`src/rtl/cpu_pkg.sv`:
```
// Shared definitions for the 8-bit accumulator CPU datapath: widths,
// opcode values, ACC source encodings and the ALU-op classifier.
package cpu_pkg;

    localparam int DATA_W    = 8;
    localparam int PC_W      = 8;
    localparam int NUM_REGS  = 4;
    localparam int REG_IDX_W = 2;

    // Opcodes double as ALU select codes where the two overlap.
    localparam logic [3:0] OP_NOP  = 4'b0000;
    localparam logic [3:0] OP_ADD  = 4'b0001;
    localparam logic [3:0] OP_SUB  = 4'b0010;
    localparam logic [3:0] OP_NOR  = 4'b0011;
    localparam logic [3:0] OP_MOVA = 4'b0101;
    localparam logic [3:0] OP_JZ   = 4'b0110;
    localparam logic [3:0] OP_JZIM = 4'b0111;
    localparam logic [3:0] OP_JC   = 4'b1000;
    localparam logic [3:0] OP_JCIM = 4'b1010;
    localparam logic [3:0] OP_SHL  = 4'b1011;
    localparam logic [3:0] OP_SHR  = 4'b1100;
    localparam logic [3:0] OP_LDIM = 4'b1101;

    typedef enum logic [1:0] {
        ACC_SRC_ALU  = 2'b00,
        ACC_SRC_HOLD = 2'b01,
        ACC_SRC_REG  = 2'b10,
        ACC_SRC_IMM  = 2'b11
    } acc_src_e;

    function automatic logic is_alu_op(input logic [3:0] sel);
        return (sel == OP_ADD) || (sel == OP_SUB) || (sel == OP_NOR) ||
               (sel == OP_SHL) || (sel == OP_SHR);
    endfunction

endpackage

```
`src/rtl/cpu_alu.sv`:
```
// Combinational ALU: add, subtract with borrow, NOR, shift left/right;
// any other select code passes a through with cout cleared.
module cpu_alu
    import cpu_pkg::*;
(
    input  logic [DATA_W-1:0] a,
    input  logic [DATA_W-1:0] b,
    input  logic [3:0]        sel,
    output logic [DATA_W-1:0] y,
    output logic              cout
);

    logic [DATA_W:0] sum;

    assign sum = {1'b0, a} + {1'b0, b};

    always_comb begin
        y    = a;
        cout = 1'b0;
        case (sel)
            OP_ADD: begin
                y    = sum[DATA_W-1:0];
                cout = sum[DATA_W];
            end
            OP_SUB: begin
                y    = a - b;
                cout = (a < b);
            end
            OP_NOR: y = ~(a | b);
            OP_SHL: begin
                y    = {a[DATA_W-2:0], 1'b0};
                cout = a[DATA_W-1];
            end
            OP_SHR: begin
                y    = {1'b0, a[DATA_W-1:1]};
                cout = a[0];
            end
            default: ;
        endcase
    end

endmodule

```
`src/rtl/cpu_datapath.sv`:
```
// Accumulator CPU datapath: PC, IR, ACC, R0..R3 and z/c flags.
// Define DP_R0_ZERO_EN to make R0 a hardwired zero register.
module cpu_datapath
    import cpu_pkg::*;
(
    input  logic              clk,
    input  logic              CLR,
    input  logic              LoadIR,
    input  logic              IncPC,
    input  logic              SelPC,
    input  logic              LoadPC,
    input  logic              LoadReg,
    input  logic              LoadAcc,
    input  logic [1:0]        SelACC,
    input  logic [3:0]        SelALU,
    input  logic [7:0]        imem_data,
    output logic [PC_W-1:0]   imem_addr,
    output logic [3:0]        op,
    output logic              z,
    output logic              c
);

    logic [PC_W-1:0]      pc;
    logic [7:0]           ir;
    logic [DATA_W-1:0]    acc;
    logic [DATA_W-1:0]    regs [NUM_REGS];

    logic [REG_IDX_W-1:0] reg_idx;
    logic [DATA_W-1:0]    imm;
    logic [DATA_W-1:0]    reg_rd;
    logic                 reg_we;
    logic [DATA_W-1:0]    alu_y;
    logic                 alu_cout;
    logic                 jump_cond;
    logic                 flag_we;
    logic [PC_W-1:0]      pc_next;
    logic [DATA_W-1:0]    acc_next;

    assign op        = ir[7:4];
    assign imem_addr = pc;
    assign reg_idx   = ir[REG_IDX_W-1:0];
    assign imm       = {4'b0000, ir[3:0]};

`ifdef DP_R0_ZERO_EN
    assign reg_rd = (reg_idx == '0) ? '0 : regs[reg_idx];
    assign reg_we = LoadReg && (reg_idx != '0);
`else
    assign reg_rd = regs[reg_idx];
    assign reg_we = LoadReg;
`endif

    cpu_alu u_alu (
        .a    (acc),
        .b    (reg_rd),
        .sel  (SelALU),
        .y    (alu_y),
        .cout (alu_cout)
    );

    always_comb begin
        jump_cond = 1'b0;
        case (op)
            OP_JZ, OP_JZIM: jump_cond = z;
            OP_JC, OP_JCIM: jump_cond = c;
            default:        jump_cond = 1'b0;
        endcase
    end

    // A taken jump overrides a simultaneous increment.
    always_comb begin
        pc_next = pc;
        if (LoadPC && jump_cond) begin
            pc_next = SelPC ? reg_rd : imm;
        end else if (IncPC) begin
            pc_next = pc + 8'd1;
        end
    end

    always_comb begin
        acc_next = acc;
        case (acc_src_e'(SelACC))
            ACC_SRC_ALU:  acc_next = alu_y;
            ACC_SRC_REG:  acc_next = reg_rd;
            ACC_SRC_IMM:  acc_next = imm;
            default:      acc_next = acc;
        endcase
    end

    assign flag_we = LoadAcc && (SelACC == ACC_SRC_ALU) && is_alu_op(SelALU);

    always_ff @(posedge clk or posedge CLR) begin
        if (CLR) begin
            pc  <= '0;
            ir  <= '0;
            acc <= '0;
            z   <= 1'b0;
            c   <= 1'b0;
        end else begin
            pc <= pc_next;
            if (LoadIR)  ir  <= imem_data;
            if (LoadAcc) acc <= acc_next;
            if (flag_we) begin
                z <= (alu_y == '0);
                c <= alu_cout;
            end
        end
    end

    // The register file captures the pre-edge ACC, even when ACC also loads.
    always_ff @(posedge clk or posedge CLR) begin
        if (CLR) begin
            for (int i = 0; i < NUM_REGS; i++) regs[i] <= '0;
        end else if (reg_we) begin
            regs[reg_idx] <= acc;
        end
    end

endmodule

```
`config.mk`:
```
export PLATFORM = sky130hd
export DESIGN_NAME = cpu_datapath
export DESIGN_NICKNAME = d
export VERILOG_FILES = /design/src/rtl/cpu_pkg.sv /design/src/rtl/cpu_alu.sv /design/src/rtl/cpu_datapath.sv
export SDC_FILE = /design/constraint.sdc
export NUM_CORES = 1
export LEC_CHECK = 0
export CAP_MARGIN = 0
export CORE_AREA = 2 2 103 105
export CTS_CLUSTER_DIAMETER = 80
export DETAILED_ROUTE_END_ITERATION = 16
export DIE_AREA = 0 0 105 107
export PLACE_DENSITY = 0.57
export SYNTH_ARGS = -nofsm -noshare
export SYNTH_HDL_FRONTEND = slang
export SYNTH_HIERARCHICAL = 1
export SYNTH_SLANG_ARGS = --single-unit
```
`constraint.sdc`:
```
create_clock -name clk -period 4.3 [get_ports clk]
set_input_delay 0.43 -clock clk [delete_from_list [all_inputs] [get_ports clk]]
set_output_delay 0.43 -clock clk [all_outputs]
set_load 0.03 [all_outputs]
```
==> flow_metrics.env, run 1 <==
export IMPL_synth_warnings=6
export IMPL_io_buffers=35
export IMPL_yosysTopAreaCell="dfrtp_1"
export IMPL_path_class="reg2reg"
export IMPL_status="finished clean"
export IMPL_internal_power_mw=1.70
export IMPL_max_cap_viol_count=0
export IMPL_grt_total_usage_pct=18.2
export IMPL_setup_tns_ps=0
export IMPL_start_util_pct=39.5
export IMPL_die_y_um=107
export IMPL_cts_tree="yes"
export IMPL_drt_total_wl_mm=9.68
export IMPL_final_max_slew_viol_count=0
export IMPL_num_vias=3011
export IMPL_antenna_found_initial=0
export IMPL_yosysSeqAreaShare_pct=36.4
export IMPL_cp_data_arrival_time_ps=3900
export IMPL_synthXorXnorAreaFrac_pct=2.42
export IMPL_core_area_um2=10100
export IMPL_chipWidth_um=105
export IMPL_p_clk_share_pct=22.7
export IMPL_hold_viol=0
export IMPL_combinationalPowerShare_pct=44.8
export IMPL_final_nets=455
export IMPL_rows=37
export IMPL_synthAdderAreaFrac_pct=9.11
export IMPL_dp_hpwl_mm=7.25
export IMPL_skew_ps=18.2
export IMPL_leakage_nw=1.98
export IMPL_die_area_um2=11200
export IMPL_ctsLongestPathBuffers=2
export IMPL_synth_top_family_by_area="multiplexers"
export IMPL_async_reset_ff_share_pct=100
export IMPL_area_growth_pct=17.0
export IMPL_synthSimpleGateAreaFrac_pct=12.4
export IMPL_place_congestion=0.926
export IMPL_p_per_area_nw_per_um2=597
export IMPL_power_frac_seq_pct=32.4
export IMPL_dr_pass1_iters=4
export IMPL_grt_pass1_wl_mm=15.9
export IMPL_fin_crit_sh_pct=84.8
export IMPL_worst_path_largest_cell_delay_ps=640
export IMPL_synth_cells=374
export IMPL_cts_hold_fix_buffers=0
export IMPL_cts_sinks=58
export IMPL_synth_compound_area_share_pct=12.2
export IMPL_wire_per_inst_um=17.7
export IMPL_synth_seq_cells=58
export IMPL_swShare_pct=39.0
export IMPL_fin_crit_ps=3650
export IMPL_cts_made_buffers=9
export IMPL_critPathBufInv=0
export IMPL_drt_iter0_drc=200
export IMPL_clk_pin_slew_ps=90
export IMPL_diodes=0
export IMPL_clk_latency_ps=340
export IMPL_synthTopCellsByArea="dfrtp_1, mux2_2, ha_1"
export IMPL_ys_flop_type="dfrtp_1"
export IMPL_ir_drop_mv=0.323
export IMPL_synth_top_cell_area_share_pct=36.4
export IMPL_rsz0062_at_grt="false"
export IMPL_worst_pin_slew_ps=1040
export IMPL_p_switching_mw=1.09
export IMPL_io_pins=36
export IMPL_grt_max_degree=33
export IMPL_postRouteAntennaNets=0
export IMPL_crit_path_top_delay_cell="dfrtp_1"
export IMPL_n_fill_cell=994
export IMPL_crit_family="compound AO/OA/AOI/OAI gates"
export IMPL_setup_viol=0
export IMPL_post_cts_resized=0
export IMPL_path_cells="mux4_2, ha_1, fa_1, a211oi_1, o21ai_1, a21oi_1, o21ai_0, o32a_1, nor4_1, nand2_1, mux2i_1"
export IMPL_synth_edf_count=0
export IMPL_cp_max_fo=10
export IMPL_synth_nets=423
export IMPL_overflow=0
export IMPL_end_kind="flop"
export IMPL_cts_max_level=3
export IMPL_yosysMostFrequentCell="dfrtp_1"
export IMPL_syn_avg_cell_area_um2=10.7
export IMPL_cts_root_buffer="clkbuf_8"
export IMPL_hp_class="in2async"
export IMPL_grt_pass1_vias=3012
export IMPL_drc=0
export IMPL_synth_cell_type_count=61
export IMPL_synth_common_cells="dfrtp_1, mux2_2, ha_1, inv_1, nor2_1"
export IMPL_vias_per_cell=5.50
export IMPL_post_route_util_pct=46.2
export IMPL_muxShareOfSynthArea_pct=22.2
export IMPL_slew_headroom_pct=30.8
export IMPL_postCtsSetupBuffers=0
export IMPL_startpoint_type="flop"
export IMPL_required_ps=4560
export IMPL_syn_cell_area_um2=3980
export IMPL_drive_gt1_share_pct=18.0
export IMPL_fmax_mhz=274
==> placed cells by master, fill, tap and decap left out, drive strengths merged, types with 3 or more instances in the layout <==
cell type | netlist | routed
nand3 | 10 | 10
nor3 | 5 | 5
and3 | 3 | 3
xor2 | 5 | 5
nand2b | 4 | 4
nand2 | 16 | 16
a21o | 3 | 3
bufinv | 0 | 3
buf | 15 | 3
o21ai | 21 | 21
nand3b | 6 | 6
xnor2 | 6 | 6
a211oi | 4 | 4
a31oi | 4 | 4
nor2b | 4 | 4
clkdlybuf4s50 | 0 | 35
nand4 | 4 | 4
nor2 | 25 | 25
inv | 24 | 25
o22ai | 4 | 4
mux2i | 20 | 20
mux4 | 8 | 8
ha | 25 | 25
a21oi | 21 | 21
mux2 | 43 | 43
clkinv | 0 | 3
nor3b | 3 | 3
clkbuf | 2 | 9
o211ai | 3 | 3
dfrtp | 58 | 58
==> metal layers <==
| metal | global-route usage, % | part of all wire, % | up-vias |
|---|---|---|---|
| met5 | 0 | 0 | - |
| met4 | 5.62 | 1.3 | 0 |
| met3 | 2.92 | 3.0 | 12 |
| met2 | 28.8 | 48 | 48 |
| met1 | 25.5 | 48 | 1516 |
| li1 | - | - | 1435 |
==> power by group through the flow <==
stage	Sequential, mW	Clock [mW]	Combinational (mW)
3_5_place_dp	0.911	0	1.24
4_1_cts	0.902	0.648	1.24
2_1_floorplan	0.916	0	0.881
3_3_place_gp	0.907	0	1.23
5_1_grt	0.931	0.676	1.38
6_report	0.902	0.633	1.25
==> layout make-up <==
class | instances | area, um2 | share of cell area, %
Clock buffer | 9 | 124 | 2.66
Tap cell | 136 | 170 | 3.65
Inverter | 24 | 90.1 | 1.93
Timing Repair Buffer | 38 | 373 | 8.00
Clock inverter | 7 | 125 | 2.69
Multi-Input combinational cell | 275 | 2330 | 49.9
Sequential cell | 58 | 1450 | 31.1
==> state kept, by name, summed over array words and instances (netlist names) <==
register   flops
acc            8
regs          32
c              1
imem_addr      8
z              1
ir             8
==> cell families after synthesis <==
group	after synthesis
AND/OR/NAND/NOR	89
multiplexers	71
flip-flops	58
adder cells (fa/ha/maj)	28
AO/OA/AOI/OAI	76
buffers and inverters	41
XOR/XNOR	11
==> path summary, 6_finish.rpt <==
kind	startpoint	endpoint	slack (ps)	cells past startpoint
max in group asynchronous	CLR	regs[20]$_DFFE_PP0P_	3000	3
max	ir[0]$_DFFE_PP0P_	z$_DFFE_PP0P_	650	11
min in group clk	regs[20]$_DFFE_PP0P_	regs[20]$_DFFE_PP0P_	500	1
min reg2reg	regs[20]$_DFFE_PP0P_	regs[20]$_DFFE_PP0P_	500	1
max reg2reg	ir[0]$_DFFE_PP0P_	z$_DFFE_PP0P_	650	11
min	CLR	ir[4]$_DFFE_PP0P_	480	2
==> through the flow <==
step                      hold slack (ps)  area, um2  setup slack, ps  power (mW)  instances
after detailed placement              485       4410              699        2.15        531
final                                 484       4660              654        2.78        547
after global routing                  511       4660              360        2.99        547
after CTS                             498       4660              648        2.79        547
after floorplan                       470       3980             1110        1.80        374
after global placement                480       4410              748        2.14        531
(Power assumes the default switching activity.)
==> run 2, diff against run 1 <==
- clock period: 4.3 -> 3.4 ns (I/O delays scaled with it)
==> run 2 against run 1 <==
Compared with the run above:
- sequential share of layout area down 1.5 points
- combinational power up 47%
- sequential cell count unchanged
- critical path depth unchanged
- count of clock-buffer cells in the layout unchanged
==> flow_metrics.env, run 2 (synthesis results as in run 1) <==
export IMPL_p_per_area_nw_per_um2=772
export IMPL_drive_gt1_share_pct=25.9
export IMPL_grt_max_degree=45
export IMPL_dp_cells=547
export IMPL_largest_reg_flops=32
export IMPL_core_area_um2=10100
export IMPL_io_buffers=35
export IMPL_required_ps=3670
export IMPL_cts_sinks=58
export IMPL_seq_area_um2=1450
export IMPL_chipWidth_um=105
export IMPL_p_switching_mw=1.47
export IMPL_combinationalPowerShare_pct=48.8
export IMPL_power_frac_seq_pct=30.1
export IMPL_final_area_um2=4890
export IMPL_cts_made_buffers=9
export IMPL_power_total_mw=3.78
export IMPL_worst_pin_slew_ps=1040
export IMPL_fin_crit_ps=3200
export IMPL_fin_crit_sh_pct=94.2
export IMPL_cp_data_arrival_time_ps=3470
export IMPL_stdcell_count=568
export IMPL_place_congestion=0.893
export IMPL_diodes=0
export IMPL_final_max_slew_viol_count=0
export IMPL_overflow=0
export IMPL_startpoint_type="flop"
export IMPL_hold_viol=0
export IMPL_largest_register="regs"
export IMPL_slew_headroom_pct=30.5
export IMPL_drc=0
export IMPL_multi_input_area_um2=2400
export IMPL_final_cell_mix="dfrtp_1, mux2_2, clkdlybuf4s50_1"
export IMPL_leakage_nw=2.09
export IMPL_rows=37
export IMPL_antenna_found_initial=0
export IMPL_grt_total_usage_pct=19.0
export IMPL_die_area_um2=11200
export IMPL_end_kind="flop"
export IMPL_clk_pin_slew_ps=80
export IMPL_cts_root_buffer="clkbuf_8"
export IMPL_area_growth_pct=22.8
export IMPL_io_pins=36
export IMPL_postRouteAntennaNets=0
export IMPL_hp_class="in2async"
export IMPL_drt_total_wl_mm=10.2
export IMPL_ir_drop_mv=0.334
export IMPL_skew_ps=10.5
export IMPL_final_nets=476
export IMPL_cts_hold_fix_buffers=0
export IMPL_holdWs_ps=261
export IMPL_cts_max_level=3
export IMPL_dr_pass1_iters=4
export IMPL_post_route_util_pct=48.5
export IMPL_max_cap_viol_count=0
export IMPL_start_util_pct=39.5
export IMPL_path_class="reg2reg"
export IMPL_cts_tree="yes"
export IMPL_status="finished clean"
export IMPL_drt_iter0_drc=145
export IMPL_p_clk_share_pct=21.1
export IMPL_num_vias=3117
export IMPL_vias_per_cell=5.49
export IMPL_grt_pass1_vias=3135
export IMPL_clk_latency_ps=340
export IMPL_final_common_cell="dfrtp_1"
export IMPL_wire_per_inst_um=18.0
export IMPL_grt_pass1_wl_mm=16.8
export IMPL_setup_viol=0
export IMPL_cp_max_fo=4
export IMPL_die_y_um=107
export IMPL_fmax_mhz=312
export IMPL_n_fill_cell=979
export IMPL_internal_power_mw=2.31
export IMPL_place_area_um2=4530
export IMPL_dp_hpwl_mm=7.88
export IMPL_ctsLongestPathBuffers=2
export IMPL_swShare_pct=38.9
==> run 2: cell types whose count changed in the layout (fill, tap and decap cells not counted), sizes merged <==
cell  previous run  this run
buf              3        24
==> run 2: critical path, cell delays in order (launching register included) <==
cell      delay (ps)
dfrtp_2          410
mux4_2           540
ha_1             240
fa_2             390
a211oi_2         270
o21ai_1          140
a21oi_2          180
o21ai_0          110
o32a_1           390
nor4_2           260
nand2_1           70
mux2i_1          140
==> run 2: final cells by class <==
class,count,share of cell area (%)
clock inverters,7,2.56
well taps,136,3.48
repair buffers,59,10.9
clock buffers,9,2.53
flip-flops and latches,58,29.7
multi-input cells,275,49.0
inverters,24,1.84
==> run 2: worst paths after layout <==
kind                                       from                   end  slack, ps  cells after the start
min in group clk           regs[21]$_DFFE_PP0P_  regs[21]$_DFFE_PP0P_        500                      1
max                           ir[0]$_DFFE_PP0P_         z$_DFFE_PP0P_        200                     11
min reg2reg                regs[21]$_DFFE_PP0P_  regs[21]$_DFFE_PP0P_        500                      1
max reg2reg                   ir[0]$_DFFE_PP0P_         z$_DFFE_PP0P_        200                     11
min                                         CLR  regs[23]$_DFFE_PP0P_        260                      2
max in group asynchronous                   CLR     ir[0]$_DFFE_PP0P_       2220                      3
==> run 2: power groups by stage <==
stage          Clock, mW  Combinational [mW]  Sequential (mW)
2_1_floorplan          0                1.11             1.16
3_3_place_gp           0                1.68             1.15
3_5_place_dp           0                1.69             1.15
4_1_cts            0.810                1.70             1.14
5_1_grt            0.846                2.02             1.17
6_report           0.797                1.84             1.14
==> run 2: stage by stage <==
step / setup slack, ps / setup TNS [ps]
2_1_floorplan: 214 / 0
3_3_place_gp: 79.0 / 0
3_5_place_dp: 87.5 / 0
4_1_cts: 47.2 / 0
5_1_grt: -6.33 / -6.33
6_report: 196 / 0
==> run 2: what timing repair did <==
action / in CTS / in global routing
endpoints found under the setup margin: 0 / 2
setup buffers: 0 / 5
gates resized for setup: 0 / 19
==> run 2: layer usage <==
metal  GRT usage, %  up-vias  share of wire, %
li1               -     1485                 -
met1           25.9     1547                47
met2           30.1       68                47
met4           7.24        0               2.0
met5              0        -                 0
met3           3.53       17               3.7
